`src/rtl/note_pkg.sv`:
```
// Shared types and constants for the piano round sequencer.
package note_pkg;

    typedef enum logic [1:0] {
        S_IDLE,
        S_RECORD,
        S_PLAY_OFFER,
        S_PLAY_HOLD
    } state_t;

    typedef struct packed {
        logic [2:0] key;
        logic [2:0] dur;
    } note_t;

    localparam int TICKS_PER_SEC    = 60;
    localparam int DEFAULT_TICK_DIV = 1_666_667;

endpackage

```
`src/rtl/tick_divider.sv`:
```
// Free-running divider producing a one-cycle tick every TICK_DIV clocks.
module tick_divider
    import note_pkg::*;
#(
    parameter int TICK_DIV = DEFAULT_TICK_DIV
) (
    input  logic clk_in,
    input  logic rst_in,
    output logic tick_out
);

    localparam int CW = $clog2(TICK_DIV);
    localparam logic [CW-1:0] LAST = CW'(TICK_DIV - 1);

    logic [CW-1:0] div_q;

    always_ff @(posedge clk_in or negedge rst_in) begin
        if (!rst_in) begin
            div_q <= '0;
        end else if (div_q == LAST) begin
            div_q <= '0;
        end else begin
            div_q <= div_q + 1'b1;
        end
    end

    assign tick_out = (div_q == LAST);

endmodule

```
`src/rtl/note_round_controller.sv`:
```
// Records a round of notes from the key counter and plays them back over valid/ready.
//
// state        | meaning
// S_IDLE       | waiting for start_in (record) or play_in (playback)
// S_RECORD     | capturing notes on each tick until full or stop_in
// S_PLAY_OFFER | offering note[rd_idx] to the tone generator
// S_PLAY_HOLD  | note sounding for dur+1 ticks
module note_round_controller
    import note_pkg::*;
#(
    parameter int TICK_DIV = DEFAULT_TICK_DIV,
    parameter int DEPTH    = 8
) (
    input  logic       clk_in,
    input  logic       rst_in,
    output logic       tick_out,
    input  logic       start_in,
    input  logic       stop_in,
    input  logic       play_in,
    input  logic [7:0] keys_in,
    input  logic [3:0] counter_in,
    input  logic [2:0] key_played_in,
    input  logic [2:0] note_duration_in,
    output logic       note_valid_out,
    input  logic       note_ready_in,
    output logic [2:0] note_key_out,
    output logic [2:0] note_dur_out,
    output logic       playing_out,
    output logic [4:0] notes_stored_out,
    output logic       busy_out,
    output logic       done_out
);

    localparam int IW = (DEPTH > 1) ? $clog2(DEPTH) : 1;
    localparam logic [4:0] LAST_IDX = 5'(DEPTH - 1);

    logic       tick;
    state_t     state;
    note_t      note_buf [DEPTH];
    logic [4:0] rd_idx;
    logic [3:0] cnt_prev;
    logic [3:0] hold_q;
    logic       note_open;
    logic [2:0] open_key;
    logic [2:0] lat_dur;

    logic       new_note;
    logic       release_ev;
    logic       commit;
    logic       last_commit;
    note_t      commit_note;
    logic [4:0] nxt_idx;
    note_t      nxt_note;

    tick_divider #(.TICK_DIV(TICK_DIV)) u_div (
        .clk_in  (clk_in),
        .rst_in  (rst_in),
        .tick_out(tick)
    );

    assign tick_out = tick;
    assign busy_out = (state != S_IDLE);
    assign nxt_note = note_buf[nxt_idx[IW-1:0]];

    // A counter step outranks a release on the same tick; stop closes out the open note.
    always_comb begin
        new_note   = tick && (counter_in != cnt_prev);
        release_ev = tick && note_open && (keys_in == 8'd0);
        commit     = 1'b0;
        if (state == S_RECORD) begin
            if (stop_in) commit = note_open;
            else         commit = (new_note && note_open) || (!new_note && release_ev);
        end
        commit_note.key = open_key;
        commit_note.dur = (stop_in || new_note) ? lat_dur : note_duration_in;
        last_commit     = commit && (notes_stored_out == LAST_IDX);
        nxt_idx         = rd_idx + 5'd1;
    end

    always_ff @(posedge clk_in) begin
        if (commit) note_buf[notes_stored_out[IW-1:0]] <= commit_note;
    end

    always_ff @(posedge clk_in or negedge rst_in) begin
        if (!rst_in) begin
            state            <= S_IDLE;
            notes_stored_out <= '0;
            rd_idx           <= '0;
            cnt_prev         <= '0;
            hold_q           <= '0;
            note_open        <= 1'b0;
            open_key         <= '0;
            lat_dur          <= '0;
            note_valid_out   <= 1'b0;
            note_key_out     <= '0;
            note_dur_out     <= '0;
            playing_out      <= 1'b0;
            done_out         <= 1'b0;
        end else begin
            done_out <= 1'b0;
            case (state)
                S_IDLE: begin
                    if (start_in) begin
                        state            <= S_RECORD;
                        notes_stored_out <= '0;
                        cnt_prev         <= counter_in;
                        note_open        <= 1'b0;
                    end else if (play_in) begin
                        if (notes_stored_out == 5'd0) begin
                            done_out <= 1'b1;
                        end else begin
                            rd_idx         <= '0;
                            state          <= S_PLAY_OFFER;
                            note_valid_out <= 1'b1;
                            note_key_out   <= note_buf[0].key;
                            note_dur_out   <= note_buf[0].dur;
                        end
                    end
                end
                S_RECORD: begin
                    if (commit) notes_stored_out <= notes_stored_out + 5'd1;
                    if (tick)   lat_dur <= note_duration_in;
                    if (stop_in || last_commit) begin
                        done_out  <= 1'b1;
                        state     <= S_IDLE;
                        note_open <= 1'b0;
                    end else if (new_note) begin
                        note_open <= 1'b1;
                        open_key  <= key_played_in;
                        cnt_prev  <= counter_in;
                    end else if (release_ev) begin
                        note_open <= 1'b0;
                    end
                end
                S_PLAY_OFFER: begin
                    if (note_ready_in) begin
                        hold_q         <= {1'b0, note_dur_out} + 4'd1;
                        note_valid_out <= 1'b0;
                        playing_out    <= 1'b1;
                        state          <= S_PLAY_HOLD;
                    end
                end
                S_PLAY_HOLD: begin
                    if (tick) begin
                        hold_q <= hold_q - 4'd1;
                        if (hold_q == 4'd1) begin
                            playing_out <= 1'b0;
                            rd_idx      <= nxt_idx;
                            if (nxt_idx == notes_stored_out) begin
                                done_out     <= 1'b1;
                                state        <= S_IDLE;
                                note_key_out <= '0;
                                note_dur_out <= '0;
                            end else begin
                                state          <= S_PLAY_OFFER;
                                note_valid_out <= 1'b1;
                                note_key_out   <= nxt_note.key;
                                note_dur_out   <= nxt_note.dur;
                            end
                        end
                    end
                end
                default: state <= S_IDLE;
            endcase
        end
    end

endmodule

```
`config.mk`:
```
export PLATFORM = sky130hd
export DESIGN_NAME = note_round_controller
export DESIGN_NICKNAME = d
export VERILOG_FILES = /design/src/rtl/note_pkg.sv /design/src/rtl/tick_divider.sv /design/src/rtl/note_round_controller.sv
export SDC_FILE = /design/constraint.sdc
export NUM_CORES = 1
export LEC_CHECK = 0
export CORE_UTILIZATION = 50
export CTS_CLUSTER_DIAMETER = 150
export DETAILED_ROUTE_END_ITERATION = 7
export PLACE_DENSITY = 0.69
export SYNTH_ARGS = -nofsm -noshare
export SYNTH_HDL_FRONTEND = slang
export SYNTH_SLANG_ARGS = --single-unit
```
`constraint.sdc`:
```
create_clock -name clk_in -period 3.6 [get_ports clk_in]
set_clock_uncertainty 0.15 [all_clocks]
set_input_delay 1.08 -clock clk_in [delete_from_list [all_inputs] [get_ports clk_in]]
set_output_delay 1.08 -clock clk_in [all_outputs]
set_load 0.005 [all_outputs]
```
== Word level (Yosys, flattened, before mapping) ==
Memory sizes are Yosys's and may differ from the RTL's.
Cells that the tools add are included.

* Register bits after elaboration: 57
* Output and inout bits: 16
* Memory bits (writable): 48
* Logic and storage cells: 142
* Input bits: 24
* Memories: 1

{| class="wikitable"
|+ Memories
! memory !! depth !! width !! read ports !! clocked after memory_dff !! wr ports !! line !! text
|-
| note_buf || 8 || 6 || 2 || 0 || 1 || note_round_controller.sv:39 || <nowiki>note_t note_buf [DEPTH];</nowiki>
|}

* Equal/unequal tests: 23
* Bitwise logic cells: 1
* Add/sub/neg operators: 5
* Mux-type cells: 70
* Reductions and logical operators: 28

{| class="wikitable"
|+ Operators by type and width
! cell !! number
|-
| $mux 3 || 13
|-
| $mux 5 || 7
|-
| $mux 1 || 25
|-
| $ne 2x2->1 const B || 11
|-
| $add 21x1->21 const B || 1
|-
| $eq 21x21->1 const B || 1
|-
| $mux 21 || 1
|-
| $mux 4 || 5
|-
| $pmux 5 s2 || 2
|-
| $mux 2 || 8
|-
| $pmux 4 s2 || 2
|-
| $pmux 3 s2 || 2
|-
| $reduce_and 3->1 || 4
|-
| $reduce_and 6->1 || 2
|-
| $add 5x1->5 const B || 2
|-
| $logic_not 8->1 || 1
|-
| $pmux 2 s4 || 1
|-
| $reduce_and 4->1 || 2
|-
| $reduce_and 8->1 || 1
|-
| $reduce_bool 2->1 || 4
|-
| $logic_and 1x1->1 || 6
|-
| $ne 3x3->1 const B || 2
|-
| $pmux 1 s3 || 2
|-
| $eq 5x3->1 const B || 1
|-
| other kinds (17) || 21
|}

== Depth between registers and ports, before layout ==
Gate-level depths: netlist of run 1.

* Depth after elaboration: 11
* Depth in mapped cells: 10
* Gate-level depth less buffers: 8

== Modules after synthesis ==
Synthesis of run 1 repeated with hierarchy kept, for this count alone.

* Cells, all modules: 403
* Area, all modules: 5141.2 µm²

{| class="wikitable"
|+ Modules (own cells, without submodules)
! module !! cells each !! area an instance (µm²) !! seq. area each (µm²) !! times used
|-
| note_round_controller || 302 || 4063.9 || 2342.2 || 1
|-
| tick_divider || 101 || 1077.3 || 525.5 || 1
|}

== Least setup slack after synthesis of run 1 ==
No wires, ideal clock.

* Kind: input to register
* Start point: input counter_in[0]
* End point: memory note_buf[0][0] in the netlist's numbering, enable pin
* Data arrival time: 2.781 ns
* Stages on the path: 5
* Path buffers: 0
* Setup slack: 0.284 ns
* Cells stage by stage: xnor2_1 -> nand4_1 -> o21ai_0 -> o211ai_2 -> nor4_1

* Longest elaborated chain between the ends: 9

{| class="wikitable"
|+ Ends and longest elaborated chain
! item !! line !! text
|-
| start, declared || note_round_controller.sv:21 || <nowiki>input logic [3:0] counter_in,</nowiki>
|-
| $ne 4x4->1 * || note_round_controller.sv:67 || <nowiki>new_note = tick && (counter_in != cnt_prev);</nowiki>
|-
| $logic_and 1x1->1 * || note_round_controller.sv:67 ||
|-
| $logic_not 1->1 || note_round_controller.sv:72 || <nowiki>else commit = (new_note && note_open) || (!new_note && release_ev);</nowiki>
|-
| $logic_and 1x1->1 || note_round_controller.sv:72 ||
|-
| $logic_or 1x1->1 * || note_round_controller.sv:72 ||
|-
| $mux 1 * || note_round_controller.sv:71 || <nowiki>if (stop_in) commit = note_open;</nowiki>
|-
| $mux 1 * || note_round_controller.sv:70 || <nowiki>if (state == S_RECORD) begin</nowiki>
|-
| $mux 1 * || note_round_controller.sv:81 || <nowiki>if (commit) note_buf[notes_stored_out[IW-1:0]] <= commit_note;</nowiki>
|-
| $mux 1 (implied by the code) * || note_round_controller.sv:81 ||
|-
| end, declared || note_round_controller.sv:39 ||
|}

Mark *: on every way between the ends. The rest lies on a longest branch, timed or not.

== Final worst setup path of run 1 ==
* Start point: register u_div.div_q[0]
* End point: output tick_out

* Longest elaborated chain between the ends: 1

{| class="wikitable"
|+ Ends and longest elaborated chain
! item !! line !! text
|-
| start, declared || tick_divider.sv:15 || <nowiki>logic [CW-1:0] div_q;</nowiki>
|-
| start signal, assigned || tick_divider.sv:23 || <nowiki>div_q <= div_q + 1'b1;</nowiki>
|-
| $eq 21x21->1 || tick_divider.sv:27 || <nowiki>assign tick_out = (div_q == LAST);</nowiki>
|-
| end, declared || note_round_controller.sv:16 || <nowiki>output logic tick_out,</nowiki>
|}

Every way passes these cells.

==> results of run 1 <==
area by class of cell:
| type | count | area, µm² |
|---|---|---|
| clock inverters | 6 | 78.8 |
| fillers | 842 | 3910 |
| multi-input cells | 264 | 2050 |
| well taps | 133 | 166 |
| repair buffers | 55 | 505 |
| inverters | 14 | 52.6 |
| clock buffers | 10 | 138 |
| flip-flops and latches | 105 | 2870 |
layer usage:
| metal | GRT usage [%] | up-vias |
|---|---|---|
| met5 | 0 | - |
| met2 | 31.8 | 68 |
| met4 | 6.48 | 0 |
| met1 | 31.4 | 1674 |
| met3 | 5.69 | 13 |
| li1 | - | 1583 |
worst max-delay path by stage:
stage                              start         endpoint  cells after the start
after floorplan            counter_in[0]   note_buf[0][0]                      5
after global placement        keys_in[3]   note_buf[1][3]                      7
after detailed placement        start_in  note_key_out[0]                      5
after CTS                 u_div.div_q[0]         tick_out                      7
after global routing      u_div.div_q[0]         tick_out                      7
final                     u_div.div_q[0]         tick_out                      7
metrics by stage:
step	util (%)	hold slack (ns)	setup slack, ns	area [µm²]	cells
floorplan	-	0.301	0.284	5050	400
global placement	57.7	0.327	0.221	5640	571
detailed placement	57.7	0.325	0.239	5640	571
CTS	60.0	0.346	0.173	5860	587
global route	60.0	0.374	0.0684	5860	587
finish	60.0	0.341	0.192	5860	587
cell families after synthesis:
family,synth area share (%)
adders and majority gates,1.98
muxes,11.4
and+or+nand+nor,13.4
buffers and inverters,2.58
DFF,56.8
xor gates and xnor gates,6.02
AOI/OAI and AO/OA,7.83
power breakdown:
group	switching (mW)	internal (mW)
clock	0.431	0.358
sequential	0.109	1.36
combinational	0.345	0.369
total	0.885	2.09
cells in the mapped netlist, types with 3 or more instances:
cell type	count
a21oi_1	8
a221o_1	5
a22o_1	4
a31oi_1	3
and3_1	7
and4_1	4
buf_2	5
clkbuf_1	9
dfrtp_1	57
edfxtp_1	48
ha_1	8
inv_1	13
mux2_2	21
mux2i_1	16
mux4_2	8
nand2_1	31
nand3_1	16
nand4_1	7
nor2_1	30
nor2b_1	6
nor3_1	11
nor3b_1	3
o2111ai_1	4
o21ai_0	4
o22ai_1	4
o31ai_1	7
xnor2_1	19
xor2_1	10
worst max-delay path, delay by kind of cell, from the launching register on:
kind | cells | cell delay, ns
fa+ha+maj | 1 | 0.14
buf+inv | 3 | 0.65
flops | 1 | 0.43
simple gates | 3 | 0.56
flip-flops by register name, summed over array words and instances (netlist names), 2 cells and up:
| name | count |
|---|---|
| note_buf | 48 |
| u_div.div_q | 21 |
| notes_stored_out | 5 |
| rd_idx | 5 |
| cnt_prev | 4 |
| hold_q | 4 |
| lat_dur | 3 |
| note_dur_out | 3 |
| note_key_out | 3 |
| open_key | 3 |
| state | 2 |
==> metrics.cfg, run 1 <==
[worst_setup_path]
cp_slowest_cell = clkdlybuf4s50_1
critPathArrivalTime_ns = 2.18
crit_chain = inv_1 > ha_1 > and4b_1 > and3_1 > nand2_1 > inv_2 > clkdlybuf4s50_1
critPathMaxFanout = 5
r2r-end = note_key_out[0]
ff2ff_setup_slack_ns = 0.54
reg2reg_depth = 9
r2r_start = u_div.div_q[0]
crit_path_end_kind = output pin
crit_type = reg -> out
start_kind = register
max_stage_delay_ns = 0.49
cp_data_required_time_ns = 2.37

[placed_design]
gp_congestion = 0.798
dp_hpwl_um = 7260
numPortBuffers = 39

[global_routing]
grt_pass1_wl_um = 16600
antenna_found_initial = 0
overflow = 0
grt_pass1_vias = 3215
grt_util_all_layers_pct = 21.6
grt_max_degree = 40

[floorplanning]
die-area_um2 = 10500
num_io_pins = 40
die_y_um = 102
start_util_pct = 51.7
core_area_um2 = 9770
die_width_um = 102
rows = 36

[drt]
drtAntennaViolNets = 0
drt-total-wl_um = 10100
m1WireLength_um = 5010
drt_pre_antenna_iters = 4
vias = 3338
drc = 0
highest_layer = met4
wl_met2_um = 4530
wl_per_cell_um = 17.2
route.met3.wl_um = 452
initialDrtViolationCount = 152
via_per_inst = 5.69

[worst_hold_path]
hold_class = reg -> reg
whs_path_depth = 1
hold_end = u_div.div_q[12]
min_from = u_div.div_q[12]

[finish]
area_growth_pct = 16.1
num-nets-final = 481
num_antenna_cells = 0
drive_gt1_share_pct = 15.2
layout_common_cells = 57 x dfrtp_1, 48 x edfxtp_1, 38 x clkdlybuf4s50_1, 31 x nand2_1, 30 x nor2_1
final_common_cell = dfrtp_1

[yosys]
synth-edff-count = 48
synth_seq_area_share_pct = 56.8
ys_ff_latch = 105
yosys.area.top_type_share_pct = 28.5
yosysUniqueCellTypes = 55
synth_cells = 400
ys_warn_count = 0
yosysTopAreaCell = edfxtp_1
syn_area_per_cell_um2 = 12.6
synth-main-ff-cell = dfrtp_1
synth_nets = 432
synth_area_um2 = 5050
async_flop_share_pct = 54.3
synth_area_leaders = edfxtp_1 29%, dfrtp_1 28%, mux2_2 4.7%, mux4_2 3.6%, xnor2_1 3.3%

[timing]
worstMarginPinSlew_ns = 1.06
totalNegativeSetupSlack_ns = 0
maxSlewHeadroom_pct = 29.2
setup_viol = 0
hold_viol_final = 0
rsz0062_at_grt = false
period_share_pct = 94.7
min_period_ns = 3.41
fmax_mhz = 293
drv_slew = 0

[cts]
clock-sinks = 105
cts_resized = 0
cts_hold_buffers = 0
clk_latency_ns = 0.38
numCtsBuffers = 9
cts_setup_buffers = 0
tritoncts = done
clkTransAtPathRegs_ns = 0.10
clockBufferDepth = 2
htreeDepth = 3
ctsRootBufferMaster = clkbuf_8

[power_and_ir_drop]
leakage_nw = 2.45
powerDensity_nw_per_um2 = 507
peakVddDrop_v = 0.000232
p_total_mw = 2.97

[status]
status = finished clean

[job]
drv_cap = 0

No activity file was read; power rests on OpenSTA's default activity.
==> inputs of run 2 (changes only) <==
--- a/config.mk
+++ b/config.mk
@@ -5,6 +5,7 @@
 export SDC_FILE = /design/constraint.sdc
 export NUM_CORES = 1
 export LEC_CHECK = 0
+export CORE_MARGIN = 10
 export CORE_UTILIZATION = 50
 export CTS_CLUSTER_DIAMETER = 150
 export DETAILED_ROUTE_END_ITERATION = 7
==> metrics.cfg, run 2 (synthesized netlist as in run 1, its figures left out) <==
[global_routing]
antenna_found_initial = 0  ; unchanged
grt.busiest_layer = met2
met1_usage_pct = 19.9  ; -11 points
grt_util_met3_pct = 3.86  ; -1.8 points
use_met2_pct = 24.2  ; -7.6 points
overflow = 0  ; unchanged
grt_max_degree = 28  ; -30%
grt_pass1_vias = 3342  ; +4.0%
grt_util_all_layers_pct = 15.2  ; -6.4 points
grt_pass1_wl_um = 17600  ; +6.4%

[drt]
vias = 3330  ; -0.24%
initialDrtViolationCount = 233  ; +53%
drt_pre_antenna_iters = 4  ; unchanged
via_per_inst = 5.66  ; -0.41%
drc = 0  ; unchanged
drtAntennaViolNets = 0  ; unchanged
wl_per_cell_um = 18.3  ; +6.4%
drt-total-wl_um = 10800  ; +6.6%

[cts]
cts_hold_buffers = 0  ; unchanged
clk_latency_ns = 0.38  ; about the same
numCtsBuffers = 9  ; unchanged
clkTransAtPathRegs_ns = 0.10  ; about the same
clockBufferDepth = 2  ; unchanged
cts_setup_buffers = 0  ; unchanged
tritoncts = done
cts_resized = 0  ; unchanged
ctsRootBufferMaster = clkbuf_8
htreeDepth = 3  ; unchanged
clock-sinks = 105  ; unchanged

[power_and_ir_drop]
peakVddDrop_v = 0.000314  ; +35%
powerDensity_nw_per_um2 = 495  ; -2.2%
leakage_nw = 2.44  ; -0.69%

[worst_hold_path]
hold_class = reg -> reg

[worst_setup_path]
critPathArrivalTime_ns = 2.16  ; -0.02 ns
start_kind = register
crit_type = reg -> out
critPathMaxFanout = 5  ; unchanged
cp_data_required_time_ns = 2.37  ; about the same
crit_path_end_kind = output pin

[timing]
drv_slew = 0  ; unchanged
min_period_ns = 3.39  ; -0.0211 ns
period_share_pct = 94.1  ; -0.59 points
setup_viol = 0  ; unchanged
totalNegativeSetupSlack_ns = 0  ; unchanged
worstMarginPinSlew_ns = 1.05  ; -0.0126 ns
rsz0062_at_grt = false
hold_viol_final = 0  ; unchanged
maxSlewHeadroom_pct = 30.0  ; +0.84 points
fmax_mhz = 295  ; +0.62%

[floorplanning]
die-area_um2 = 14500  ; +38%
rows = 36  ; unchanged
num_io_pins = 40  ; unchanged
start_util_pct = 51.4  ; -0.24 points
core_area_um2 = 9820  ; +0.46%
die_y_um = 120  ; +18%
die_width_um = 120  ; +18%

[status]
status = finished clean

[job]
drv_cap = 0  ; unchanged

[finish]
stdcell_count = 588  ; +0.17%
final_common_cell = dfrtp_1
num-nets-final = 482  ; +0.21%
drive_gt1_share_pct = 15.2  ; -0.033 points
largest_register_ffs = 48  ; unchanged
area_growth_pct = 15.5
num_antenna_cells = 0  ; unchanged
layout_common_cells = 57 x dfrtp_1, 48 x edfxtp_1, 38 x clkdlybuf4s50_1, 31 x nand2_1, 30 x nor2_1

[placed_design]
dp.cells = 572  ; +0.18%
gp_congestion = 0.831  ; +4.1%
dp_hpwl_um = 8020  ; +10%
numPortBuffers = 39  ; unchanged

==> run 2: final cells by class <==
class / instances / area (µm²)
multi-input combinational: 264 / 2050
sequential: 105 / 2870
clock buffer: 10 / 128
timing repair buffer: 56 / 513
inverter: 14 / 52.6
clock inverter: 6 / 51.3
tap: 133 / 166
fill: 836 / 3990
==> run 2: metrics by stage <==
stage	hold slack (ns)	setup WS, ns	cell area, µm²	util, %	power [mW]
global route	0.389	0.0407	5830	59.4	3.06
CTS	0.349	0.180	5830	59.4	2.92
detailed placement	0.335	0.104	5650	57.6	2.23
global placement	0.326	0.149	5650	57.6	2.21
floorplan	0.301	0.284	5050	-	1.92
finish	0.352	0.214	5830	59.4	2.89
==> run 2: critical path: stages, from the launching register on <==
cell,delay [ns]
dfrtp_1,0.44
inv_1,0.07
ha_1,0.13
and4b_1,0.22
and3_1,0.18
nand2_1,0.13
inv_2,0.09
clkdlybuf4s50_1,0.52
==> run 2: report_power, final <==
| part | switching (mW) | internal [mW] | total (mW) |
|---|---|---|---|
| sequential | 0.108 | 1.36 | 1.47 |
| combinational | 0.360 | 0.373 | 0.733 |
| clock | 0.424 | 0.265 | 0.689 |
==> run 2: per-layer routing <==
metal  share of wire (%)  wire, µm
met5                   0         0
met4                 1.2       134
met3                 5.3       575
met2                  48      5140
met1                  46      4930
==> run 2: path summary, 6_finish.rpt <==
check | cells after the start | to | slack, ns | start
setup / recovery | 7 | tick_out | 0.21 | u_div.div_q[0]
hold / removal | 1 | u_div.div_q[12] | 0.35 | u_div.div_q[12]
setup reg to reg | 6 | note_key_out[1] | 0.53 | rd_idx[0]
hold reg to reg | 1 | u_div.div_q[12] | 0.35 | u_div.div_q[12]
max in group asynchronous | 2 | note_open | 2.06 | rst_in
min in group asynchronous | 1 | hold_q[2] | 0.56 | rst_in
==> inputs of run 3 (changes only) <==
--- a/config.mk
+++ b/config.mk
@@ -10,6 +10,7 @@
 export CTS_CLUSTER_DIAMETER = 150
 export DETAILED_ROUTE_END_ITERATION = 7
 export PLACE_DENSITY = 0.69
+export REMOVE_ABC_BUFFERS = 1
 export SYNTH_ARGS = -nofsm -noshare
 export SYNTH_HDL_FRONTEND = slang
 export SYNTH_SLANG_ARGS = --single-unit
==> metrics.cfg, run 3 (synthesized netlist as in run 1, its figures left out) <==
[timing]
drv_slew = 0  ; unchanged
totalNegativeSetupSlack_ns = 0  ; unchanged
setup_viol = 0  ; unchanged
layout_setup_ws_ns = 0.181  ; -0.0329 ns
min_period_ns = 3.42  ; +0.0329 ns
worstMarginPinSlew_ns = 1.07  ; +0.0174 ns
fmax_mhz = 292  ; -0.96%
maxSlewHeadroom_pct = 28.9  ; -1.2 points
rsz0062_at_grt = false
period_share_pct = 95.0  ; +0.91 points
hold_viol_final = 0  ; unchanged

[finish]
largest_register_ffs = 48  ; unchanged
num_antenna_cells = 0  ; unchanged
layout_common_cells = 57 x dfrtp_1, 48 x edfxtp_1, 38 x clkdlybuf4s50_1, 30 x nand2_1, 30 x nor2_1
area_growth_pct = 15.5  ; about the same
drive_gt1_share_pct = 15.6  ; +0.44 points
final_area_um2 = 5830  ; about the same
stdcell_count = 588  ; unchanged
final_common_cell = dfrtp_1
num-nets-final = 482  ; unchanged

[floorplanning]
die-area_um2 = 14500  ; unchanged
num_io_pins = 40  ; unchanged
core_area_um2 = 9820  ; unchanged
die_y_um = 120  ; unchanged
start_util_pct = 51.4  ; unchanged
rows = 36  ; unchanged
die_width_um = 120  ; unchanged

[global_routing]
grt_pass1_vias = 3316  ; -0.78%
grt_pass1_wl_um = 17300  ; -1.7%
grt_max_degree = 58  ; +110%
grt_util_all_layers_pct = 15.2  ; +0.068 points
antenna_found_initial = 0  ; unchanged
overflow = 0  ; unchanged

[power_and_ir_drop]
peakVddDrop_v = 0.000298  ; -4.9%
powerDensity_nw_per_um2 = 488  ; -1.5%
leakage_nw = 2.43  ; -0.19%

[cts]
tritoncts = done
clkTransAtPathRegs_ns = 0.10  ; about the same
clock-sinks = 105  ; unchanged
clockBufferDepth = 2  ; unchanged
htreeDepth = 3  ; unchanged
cts_hold_buffers = 0  ; unchanged
ctsRootBufferMaster = clkbuf_8
numCtsBuffers = 9  ; unchanged
clk_latency_ns = 0.38  ; about the same

[worst_setup_path]
crit_path_end_kind = output pin
critPathTopFamily = buffers and inverters
reg2reg_depth = 9  ; +3
cp_slowest_cell = clkdlybuf4s50_1
critPathMaxFanout = 6  ; +1
cp_num_buf_inv = 3  ; unchanged
path_depth = 7  ; unchanged
cp_data_required_time_ns = 2.37  ; about the same
critPathArrivalTime_ns = 2.19  ; +0.03 ns
start_kind = register
crit_type = reg -> out
max_stage_delay_ns = 0.51  ; about the same
crit_chain = inv_1 > ha_1 > and4b_1 > and3_4 > nand2_2 > inv_2 > clkdlybuf4s50_1

[drt]
via_per_inst = 5.65  ; -0.27%
drc = 0  ; unchanged
initialDrtViolationCount = 212  ; -9.0%
drt-total-wl_um = 10800  ; -0.19%
drt_pre_antenna_iters = 4  ; unchanged
vias = 3321  ; -0.27%
drtAntennaViolNets = 0  ; unchanged
wl_per_cell_um = 18.3  ; -0.19%

[placed_design]
preCtsSetupSlack_ns = 0.164  ; +0.0597 ns
numPortBuffers = 39  ; unchanged
gp_congestion = 0.813  ; -2.2%
dp.cells = 571  ; -0.17%
dp_hpwl_um = 7860  ; -2.0%
dpl_cell_area_um2 = 5640  ; -0.13%

[job]
drv_cap = 0  ; unchanged

[worst_hold_path]
whs_path_depth = 1  ; unchanged
hold_class = reg -> reg

[status]
status = finished clean

==> run 3: final timing paths <==
check,from,end,slack [ns]
min in group asynchronous,rst_in,done_out,0.70
min,u_div.div_q[0],u_div.div_q[0],0.34
max,u_div.div_q[0],tick_out,0.18
max in group asynchronous,rst_in,open_key[0],2.12
min reg2reg,u_div.div_q[0],u_div.div_q[0],0.34
max reg2reg,u_div.div_q[0],note_dur_out[0],0.60
==> run 3: timing repair <==
action | CTS | global route
resized for setup | 1 | 2
setup buffers | 0 | 1
endpoints found under the hold margin | 0 | 0
gates cloned | 0 | 0
endpoints found under the setup margin | 1 | 1
pin swaps | 0 | 0
==> run 3: stage by stage <==
stage | utilization [%] | hold WS, ns | power (mW)
6_report | 59.4 | 0.339 | 2.85
5_1_grt | 59.4 | 0.361 | 3.03
2_1_floorplan | - | 0.301 | 1.91
3_5_place_dp | 57.5 | 0.342 | 2.22
4_1_cts | 59.3 | 0.366 | 2.88
3_3_place_gp | 57.5 | 0.335 | 2.21
==> run 3: area by class of cell <==
class | instances | area, µm²
Tap cell | 133 | 166
Inverter | 14 | 52.6
Multi-Input combinational cell | 264 | 2060
Clock inverter | 5 | 41.3
Sequential cell | 105 | 2870
Timing Repair Buffer | 56 | 513
Clock buffer | 11 | 133
Fill cell | 835 | 3990
==> run 3: layer usage <==
layer | wire [µm] | track usage [%]
met3 | 481 | 4.79
met5 | 0 | 0
met1 | 4750 | 18.8
met2 | 5410 | 25.4
met4 | 116 | 4.00
==> run 3: power breakdown <==
group | leakage (nW) | switching (mW) | total (mW) | internal, mW
logic | 1.15 | 0.342 | 0.715 | 0.373
registers | 1.19 | 0.114 | 1.47 | 1.36
clock network | 0.0884 | 0.400 | 0.660 | 0.261
total | 2.43 | 0.855 | 2.85 | 1.99
